===== src/rtl/fb_scroll_sched_if.sv =====
// fb_scroll_sched_if: frequency-bin BRAM read port and frame buffer write/read port
interface fb_scroll_sched_if #(
  parameter int ADDR_W = 17
);
  logic [8:0]        line_raddr;
  logic              line_ren;
  logic [7:0]        line_rdata;
  logic [ADDR_W-1:0] fb_addr;
  logic [7:0]        fb_wdata;
  logic              fb_we;
  modport master (output line_raddr, line_ren, fb_addr, fb_wdata, fb_we, input line_rdata);
  modport slave  (input line_raddr, line_ren, fb_addr, fb_wdata, fb_we, output line_rdata);
endinterface


===== src/rtl/fb_scroll_sched.sv =====
// fb_scroll_sched: clears the waterfall frame buffer, scans it for video with a circular row offset, and copies one spectrum line per scroll step
module fb_scroll_sched #(
  parameter int WIDTH           = 320,
  parameter int HEIGHT          = 240,
  parameter int SCROLL_DIV_BITS = 2,
  parameter int ADDR_W          = 17
) (
  input  logic              clk,
  input  logic              resetn,
  input  logic [8:0]        x,
  input  logic [7:0]        y,
  input  logic              lower_blank,
  input  logic              scroll_en,
  input  logic              clear_req,
  fb_scroll_sched_if.master bus,
  output logic [7:0]        y_offset,
  output logic              busy_clear,
  output logic              line_done,
  output logic              overrun
);
  typedef enum logic [1:0] {CLEAR, VIDEO, WRITE_LINE, WAIT_BLANK_END} state_t;
  localparam logic [ADDR_W-1:0] W_A    = ADDR_W'(WIDTH);
  localparam logic [ADDR_W-1:0] W_P1   = ADDR_W'(WIDTH + 1);
  localparam logic [ADDR_W-1:0] H_A    = ADDR_W'(HEIGHT);
  localparam logic [ADDR_W-1:0] N_A    = ADDR_W'(WIDTH * HEIGHT);
  localparam logic [ADDR_W-1:0] ONE    = ADDR_W'(1);
  localparam logic [7:0]        Y_LAST = 8'(HEIGHT - 1);

  state_t state, state_d;
  logic [ADDR_W-1:0] cnt, cnt_d, cnt_inc, wbase, wbase_d, fb_addr_d, sum, row, vaddr;
  logic [SCROLL_DIV_BITS-1:0] scnt, scnt_d;
  logic [8:0] raddr_d;
  logic [7:0] wdata_d, y_offset_d;
  logic we_d, ren_d, busy_d, done_d, ovr_d, pend, pend_d, lb_q, rise, step_now;

  assign rise     = lower_blank & ~lb_q;
  assign step_now = scroll_en & (&scnt);
  assign cnt_inc  = cnt + ONE;
  assign sum      = ADDR_W'(y) + ADDR_W'(y_offset);
  assign row      = sum >= H_A ? sum - H_A : sum;
  assign vaddr    = (ADDR_W'(x) >= W_A || ADDR_W'(y) >= H_A) ? '0 : ADDR_W'(x) + row * W_A;

  // next-state and next-output values; every output is registered below
  always_comb begin
    state_d    = state;
    cnt_d      = cnt;
    wbase_d    = wbase;
    scnt_d     = scnt;
    pend_d     = pend;
    fb_addr_d  = bus.fb_addr;
    wdata_d    = bus.fb_wdata;
    we_d       = 1'b0;
    ren_d      = 1'b0;
    raddr_d    = '0;
    y_offset_d = y_offset;
    busy_d     = busy_clear;
    done_d     = 1'b0;
    ovr_d      = 1'b0;
    case (state)
      CLEAR: begin
        we_d      = cnt != N_A;
        fb_addr_d = we_d ? cnt : vaddr;
        wdata_d   = 8'd0;
        cnt_d     = we_d ? cnt_inc : '0;
        busy_d    = we_d;
        state_d   = we_d ? CLEAR : VIDEO;
      end
      VIDEO, WAIT_BLANK_END: begin
        fb_addr_d = vaddr;
        if (clear_req || pend) begin
          state_d    = CLEAR;
          cnt_d      = '0;
          fb_addr_d  = '0;
          y_offset_d = '0;
          scnt_d     = '0;
          busy_d     = 1'b1;
          pend_d     = 1'b0;
        end else if (state == VIDEO && rise) begin
          scnt_d  = scroll_en ? scnt + SCROLL_DIV_BITS'(1) : scnt;
          state_d = step_now ? WRITE_LINE : WAIT_BLANK_END;
          ren_d   = step_now;
          cnt_d   = '0;
          wbase_d = ADDR_W'(y_offset) * W_A;
        end else if (state == WAIT_BLANK_END && !lower_blank) begin
          state_d = VIDEO;
        end
      end
      WRITE_LINE: begin
        pend_d    = pend | clear_req;
        cnt_d     = cnt_inc;
        ren_d     = cnt_inc < W_A;
        raddr_d   = ren_d ? 9'(cnt_inc) : '0;
        we_d      = cnt != '0 && cnt <= W_A;
        fb_addr_d = we_d ? wbase + cnt - ONE : bus.fb_addr;
        wdata_d   = we_d ? bus.line_rdata : bus.fb_wdata;
        if (cnt == W_P1) begin
          state_d    = WAIT_BLANK_END;
          cnt_d      = '0;
          y_offset_d = y_offset == Y_LAST ? '0 : y_offset + 8'd1;
          done_d     = 1'b1;
          ovr_d      = ~lower_blank;
        end
      end
      default: state_d = CLEAR;
    endcase
  end

  // state, counters and registered outputs
  always_ff @(posedge clk or negedge resetn) begin
    if (!resetn) begin
      state          <= CLEAR;
      cnt            <= '0;
      wbase          <= '0;
      scnt           <= '0;
      pend           <= 1'b0;
      lb_q           <= 1'b0;
      bus.fb_addr    <= '0;
      bus.fb_wdata   <= '0;
      bus.fb_we      <= 1'b0;
      bus.line_raddr <= '0;
      bus.line_ren   <= 1'b0;
      y_offset       <= '0;
      busy_clear     <= 1'b1;
      line_done      <= 1'b0;
      overrun        <= 1'b0;
    end else begin
      state          <= state_d;
      cnt            <= cnt_d;
      wbase          <= wbase_d;
      scnt           <= scnt_d;
      pend           <= pend_d;
      lb_q           <= lower_blank;
      bus.fb_addr    <= fb_addr_d;
      bus.fb_wdata   <= wdata_d;
      bus.fb_we      <= we_d;
      bus.line_raddr <= raddr_d;
      bus.line_ren   <= ren_d;
      y_offset       <= y_offset_d;
      busy_clear     <= busy_d;
      line_done      <= done_d;
      overrun        <= ovr_d;
    end
  end
endmodule


===== src/flat_wrapper.sv =====
// flat-port wrapper written by rule: the top's interface ports become plain ports
module fb_scroll_sched_flat 
#(
  parameter int WIDTH           = 320,
  parameter int HEIGHT          = 240,
  parameter int SCROLL_DIV_BITS = 2,
  parameter int ADDR_W          = 17
)
  (clk, resetn, x, y, lower_blank, scroll_en, clear_req, y_offset, busy_clear, line_done, overrun, bus_line_raddr, bus_line_ren, bus_fb_addr, bus_fb_wdata, bus_fb_we, bus_line_rdata);
  fb_scroll_sched_if #(.ADDR_W(ADDR_W)) bus_i ();
  input  logic clk;
  input  logic resetn;
  input  logic [8:0] x;
  input  logic [7:0] y;
  input  logic lower_blank;
  input  logic scroll_en;
  input  logic clear_req;
  output logic [7:0] y_offset;
  output logic busy_clear;
  output logic line_done;
  output logic overrun;
  output wire logic [$bits(bus_i.line_raddr)-1:0] bus_line_raddr;
  output wire logic [$bits(bus_i.line_ren)-1:0] bus_line_ren;
  output wire logic [$bits(bus_i.fb_addr)-1:0] bus_fb_addr;
  output wire logic [$bits(bus_i.fb_wdata)-1:0] bus_fb_wdata;
  output wire logic [$bits(bus_i.fb_we)-1:0] bus_fb_we;
  input wire logic [$bits(bus_i.line_rdata)-1:0] bus_line_rdata;
  assign bus_line_raddr = bus_i.line_raddr;
  assign bus_line_ren = bus_i.line_ren;
  assign bus_fb_addr = bus_i.fb_addr;
  assign bus_fb_wdata = bus_i.fb_wdata;
  assign bus_fb_we = bus_i.fb_we;
  assign bus_i.line_rdata = bus_line_rdata;
  fb_scroll_sched #(.WIDTH(WIDTH), .HEIGHT(HEIGHT), .SCROLL_DIV_BITS(SCROLL_DIV_BITS), .ADDR_W(ADDR_W)) u_core (.clk(clk), .resetn(resetn), .x(x), .y(y), .lower_blank(lower_blank), .scroll_en(scroll_en), .clear_req(clear_req), .bus(bus_i), .y_offset(y_offset), .busy_clear(busy_clear), .line_done(line_done), .overrun(overrun));
endmodule

===== config.mk =====
export PLATFORM = sky130hd
export DESIGN_NAME = fb_scroll_sched_flat
export DESIGN_NICKNAME = d
export VERILOG_FILES = /design/src/rtl/fb_scroll_sched_if.sv /design/src/rtl/fb_scroll_sched.sv /design/src/flat_wrapper.sv
export SDC_FILE = /design/constraint.sdc
export NUM_CORES = 1
export LEC_CHECK = 0
export ABC_AREA = 1
export BUFFER_PORTS_ARGS = -buffer_cell sky130_fd_sc_hd__buf_2
export CORE_UTILIZATION = 54
export DETAILED_ROUTE_END_ITERATION = 8
export PLACE_DENSITY = 0.78
export SLEW_MARGIN = 20
export SYNTH_ARGS = -nofsm -noshare
export SYNTH_HDL_FRONTEND = slang
export SYNTH_SLANG_ARGS = --single-unit

===== constraint.sdc =====
create_clock -name clk -period 4.4 [get_ports clk]
set_input_delay 0.66 -clock clk [delete_from_list [all_inputs] [get_ports clk]]
set_output_delay 0.66 -clock clk [all_outputs]
set_load 0.005 [all_outputs]

==> metrics.txt <==
# TYPE chip_impl_metric gauge
chip_impl_info{name="run_status",value="finished, final reports clean"} 1
chip_impl_info{name="critPathCaptureType",value="flip-flop"} 1
chip_impl_metric{name="setup_violators_final",unit=""} 0
chip_impl_metric{name="vdd_drop_max",unit="uV"} 345.1
chip_impl_info{name="synth_flop_cell",value="dfrtp_1"} 1
chip_impl_metric{name="clock_slew_at_reported_path_ffs",unit="ns"} 0.06
chip_impl_metric{name="placed_wire_length_estimate_after_detailed_placement",unit="um"} 12660
chip_impl_metric{name="clk_latency",unit="ns"} 0.34
chip_impl_info{name="crit_type",value="reg -> reg"} 1
chip_impl_info{name="hold_path_class",value="in -> async"} 1
chip_impl_info{name="clockRootBuffer",value="clkbuf_16"} 1
chip_impl_metric{name="ff2ff_setup_slack",unit="ns"} 0.09
chip_impl_metric{name="dieWidth",unit="um"} 110.8
chip_impl_metric{name="area_delta_synth_final",unit="%"} 22.75
chip_impl_metric{name="powerDensity",unit="nW/um2"} 555.3
chip_impl_metric{name="seq_power_share",unit="%"} 23.9
chip_impl_info{name="synth_area_leader_cell",value="dfrtp_1"} 1
chip_impl_metric{name="fraction_of_layout_instances_using_a_drive_strength_above_1",unit="%"} 20.72
chip_impl_metric{name="switching_share",unit="%"} 45.78
chip_impl_metric{name="route.antenna.remaining_nets",unit=""} 0
chip_impl_metric{name="worst-path-max-fanout",unit=""} 4
chip_impl_metric{name="crit_required",unit="ns"} 4.60
chip_impl_metric{name="dieArea",unit="um2"} 12270
chip_impl_metric{name="grtUsageMet3",unit="%"} 5.522
chip_impl_metric{name="num-fill-cells",unit=""} 1011
chip_impl_metric{name="clock-skew-final",unit="ns"} 0.008546
chip_impl_metric{name="final-hold-violation-count",unit=""} 0
chip_impl_metric{name="cts_buf_count",unit=""} 9
chip_impl_metric{name="max_slew.worst_pin.slew",unit="ns"} 0.7161
chip_impl_metric{name="ys_ff_latch",unit=""} 81
chip_impl_info{name="post-synth-top-count-cell",value="nand2_1"} 1
chip_impl_metric{name="antenna_cells_inserted",unit=""} 0
chip_impl_metric{name="final_nets",unit=""} 1098
chip_impl_metric{name="pin_count_of_the_biggest_net_entering_global_routing",unit=""} 82
chip_impl_metric{name="synth_sequential_area_ratio",unit="%"} 31.74
chip_impl_info{name="critical_path.top_delay_family",value="adder cells"} 1
chip_impl_metric{name="post_layout_nonfiller_instances",unit=""} 1137
chip_impl_info{name="critical_path.reg2reg.endpoint",value="u_core.bus.fb_addr[13]"} 1
chip_impl_metric{name="arrival_time_at_the_worst_endpoint",unit="ns"} 4.51
chip_impl_metric{name="min_period_over_period",unit="%"} 97.85
chip_impl_metric{name="cts_num_sinks",unit=""} 81
chip_impl_metric{name="grt_util_met2",unit="%"} 42.82
chip_impl_metric{name="yosysTopAreaCellShare",unit="%"} 31.33
chip_impl_metric{name="final.min_clock_period",unit="ns"} 4.306
chip_impl_metric{name="initial_utilization",unit="%"} 55.72
chip_impl_metric{name="drt_first_iter_violations",unit=""} 378
chip_impl_metric{name="area_occupied_by_multi_input_gates",unit="um2"} 4101
chip_impl_metric{name="grt_util_met1",unit="%"} 38.46
chip_impl_metric{name="synth-edff-count",unit=""} 0
chip_impl_metric{name="grt.overflow.total",unit=""} 0
chip_impl_metric{name="internal_power",unit="mW"} 2.362
chip_impl_metric{name="cp.buffers_inverters",unit=""} 2
chip_impl_info{name="setup_repair_after_global_routing_missed_its_margin",value="yes"} 1
chip_impl_info{name="crit_top_cell",value="nor2_4"} 1
chip_impl_metric{name="hold_buffers",unit=""} 0
chip_impl_info{name="cp-start-kind",value="flip-flop"} 1
chip_impl_metric{name="synthCells",unit=""} 867
chip_impl_metric{name="synth_warnings",unit=""} 0
chip_impl_metric{name="final.hold.worst_slack",unit="ns"} 0.3570
chip_impl_metric{name="track_usage",unit="%"} 27.30
chip_impl_metric{name="maxCapViolations",unit=""} 0
chip_impl_metric{name="wire_per_inst",unit="um"} 15.05
chip_impl_metric{name="cts_max_level",unit=""} 3
chip_impl_metric{name="row_count",unit=""} 39
chip_impl_metric{name="coreArea",unit="um2"} 11470
chip_impl_metric{name="number_of_instances_in_the_placed_design",unit=""} 1113
chip_impl_metric{name="antenna_found_initial",unit=""} 0
chip_impl_info{name="crit_slowest_cell",value="fa_2"} 1
chip_impl_metric{name="drt-vias-per-instance",unit=""} 5.490
chip_impl_metric{name="critical-path-max-stage-delay",unit="ns"} 0.61
chip_impl_metric{name="pin_count",unit=""} 77
chip_impl_metric{name="post_synth_instance_area",unit="um2"} 6390
chip_impl_metric{name="ys_async_sr_fraction",unit="%"} 100.0
chip_impl_metric{name="cts_max_path_buffers",unit=""} 2
chip_impl_metric{name="total_via_count_in_the_routed_design",unit=""} 6242
chip_impl_metric{name="chipHeight",unit="um"} 110.8
chip_impl_metric{name="routabilityCongestion",unit=""} 0.9369
chip_impl_metric{name="slew_violations",unit=""} 0
chip_impl_metric{name="combPwrFrac",unit="%"} 60.6
chip_impl_info{name="synth_top_cells_by_count",value="nand2_1, inv_1, dfrtp_1"} 1
chip_impl_metric{name="via_count_of_the_first_global_routing_pass",unit=""} 5704
chip_impl_metric{name="rr_worst_depth",unit=""} 25
chip_impl_info{name="tritoncts",value="yes"} 1
chip_impl_metric{name="max_slew_margin",unit="%"} 52.26
chip_impl_metric{name="postLayoutCoreUtil",unit="%"} 68.40
chip_impl_info{name="yosys-top-cells-area",value="dfrtp_1, ha_1, nand2_1"} 1
chip_impl_metric{name="syn_area_per_cell",unit="um2"} 7.370
chip_impl_metric{name="max_freq",unit="MHz"} 232.3
chip_impl_metric{name="port_buffer_count",unit=""} 76
chip_impl_metric{name="setup_tns",unit="ns"} 0
chip_impl_metric{name="first_pass_grt_wire_length",unit="um"} 27310
chip_impl_metric{name="net-switching-power",unit="mW"} 1.994
chip_impl_metric{name="detail_route.wirelength",unit="um"} 17110
chip_impl_info{name="regToRegStartpoint",value="u_core.y_offset[0]"} 1
chip_impl_metric{name="detailedRoute.firstPassIterationCount",unit=""} 5
chip_impl_metric{name="synth_cell_type_count",unit=""} 43
chip_impl_metric{name="drt_drc_violations_left",unit=""} 0
chip_impl_metric{name="power.clock.fraction",unit="%"} 15.5
chip_impl_info{name="grt_busiest_layer",value="met2"} 1
chip_impl_metric{name="leakage",unit="nW"} 4.172
chip_impl_metric{name="syn_nets",unit=""} 976
chip_impl_metric{name="final-seq-area",unit="um2"} 2029
==> final cells by class <==
cell class | instances | share of cell area, %
Inverter | 143 | 6.859
Timing Repair Buffer | 122 | 9.332
Sequential cell | 81 | 25.87
Multi-Input combinational cell | 632 | 52.29
Clock inverter | 5 | 0.3988
Clock buffer | 11 | 2.967
Tap cell | 143 | 2.281
==> layer usage <==
| layer | part of all wire, % | vias up | routed length (um) |
|---|---|---|---|
| li1 | - | 3137 | - |
| met1 | 47 | 2865 | 8036 |
| met2 | 45 | 209 | 7715 |
| met3 | 5.9 | 31 | 1009 |
| met4 | 2.1 | 0 | 352 |
| met5 | 0 | - | 0 |
==> power groups by stage <==
| stage | clock (mW) | sequential [mW] | combinational (mW) |
|---|---|---|---|
| 6_report | 0.677 | 1.04 | 2.64 |
| 2_1_floorplan | 0 | 1.05 | 1.62 |
| 3_3_place_gp | 0 | 1.05 | 2.28 |
| 4_1_cts | 0.687 | 1.04 | 2.35 |
| 3_5_place_dp | 0 | 1.05 | 2.32 |
| 5_1_grt | 0.723 | 1.06 | 2.94 |
==> how the worst max path moves through the flow <==
stage | startpoint | endpoint | slack (ns) | depth (start not counted)
after global placement | y[0] | u_core.bus.fb_addr[15] | -0.17 | 27
after global routing | u_core.y_offset[0] | u_core.bus.fb_addr[15] | -0.14 | 26
final | u_core.y_offset[0] | u_core.bus.fb_addr[13] | 0.09 | 25
after detailed placement | y[0] | u_core.bus.fb_addr[15] | -0.38 | 27
after CTS | u_core.y_offset[0] | u_core.bus.fb_addr[16] | 0.004 | 33
after floorplan | y[0] | u_core.bus.fb_addr[15] | 0.02 | 26
==> cell usage in the layout (no fill, tap or decap), drive strengths merged, types with 2 or more instances in the layout <==
cell type,instances
a21o,2
a21oi,50
a221oi,2
a31oi,6
a41oi,2
and2,2
buf,122
clkbuf,11
clkinv,8
dfrtp,80
fa,5
ha,74
inv,139
nand2,179
nand3,53
nand3b,2
nand4,21
nor2,79
nor3,16
nor4,4
o2111ai,3
o211ai,2
o21a,3
o21ai,60
o22ai,28
o31ai,3
or2,3
xnor2,6
xor2,21
==> registers in the layout, indices dropped and copies added (netlist names), 2 cells and up, named ones only <==
| signal | cells |
|---|---|
| u_core.bus.fb_addr | 17 |
| u_core.bus.line_raddr | 9 |
| u_core.y_offset | 8 |
| u_core.scnt | 2 |
| u_core.wbase | 11 |
| u_core.cnt | 17 |
| u_core.bus.fb_wdata | 8 |
==> repair_timing <==
action / CTS / global route
endpoints found under the setup margin: 3 / 6
pin swaps: 2 / 28
gates resized for setup: 1 / 56
buffers inserted: 0 / 8
==> worst reg2reg max path, delay by kind of cell, from the launching register on <==
kind,cells,cell delay (ns)
AO/OA/AOI/OAI,2,0.27
XOR/XNOR,2,0.37
adder cells (fa/ha/maj),5,1.60
buffers and inverters,2,0.20
flip-flops,1,0.44
AND/OR/NAND/NOR,14,1.29
==> per-stage QoR <==
step                setup slack, ns  instance area [um2]  power, mW
floorplan                   0.01572                 6430      2.664
global placement            -0.1719                 7231      3.330
detailed placement          -0.3843                 7231      3.376
CTS                        0.003901                 7502      4.072
global route                -0.1390                 7844      4.721
finish                      0.09442                 7844      4.355
==> logic make-up after synthesis <==
logic type               after synthesis  share of synthesized area, %
AND/OR/NAND/NOR                      360                         24.61
AO/OA/AOI/OAI                        166                         14.74
buffers and inverters                154                         9.144
flip-flops                            81                         31.74
adder cells (fa/ha/maj)               79                         16.06
XOR/XNOR                              27                         3.701
No activity file was read; power rests on OpenSTA's default activity.
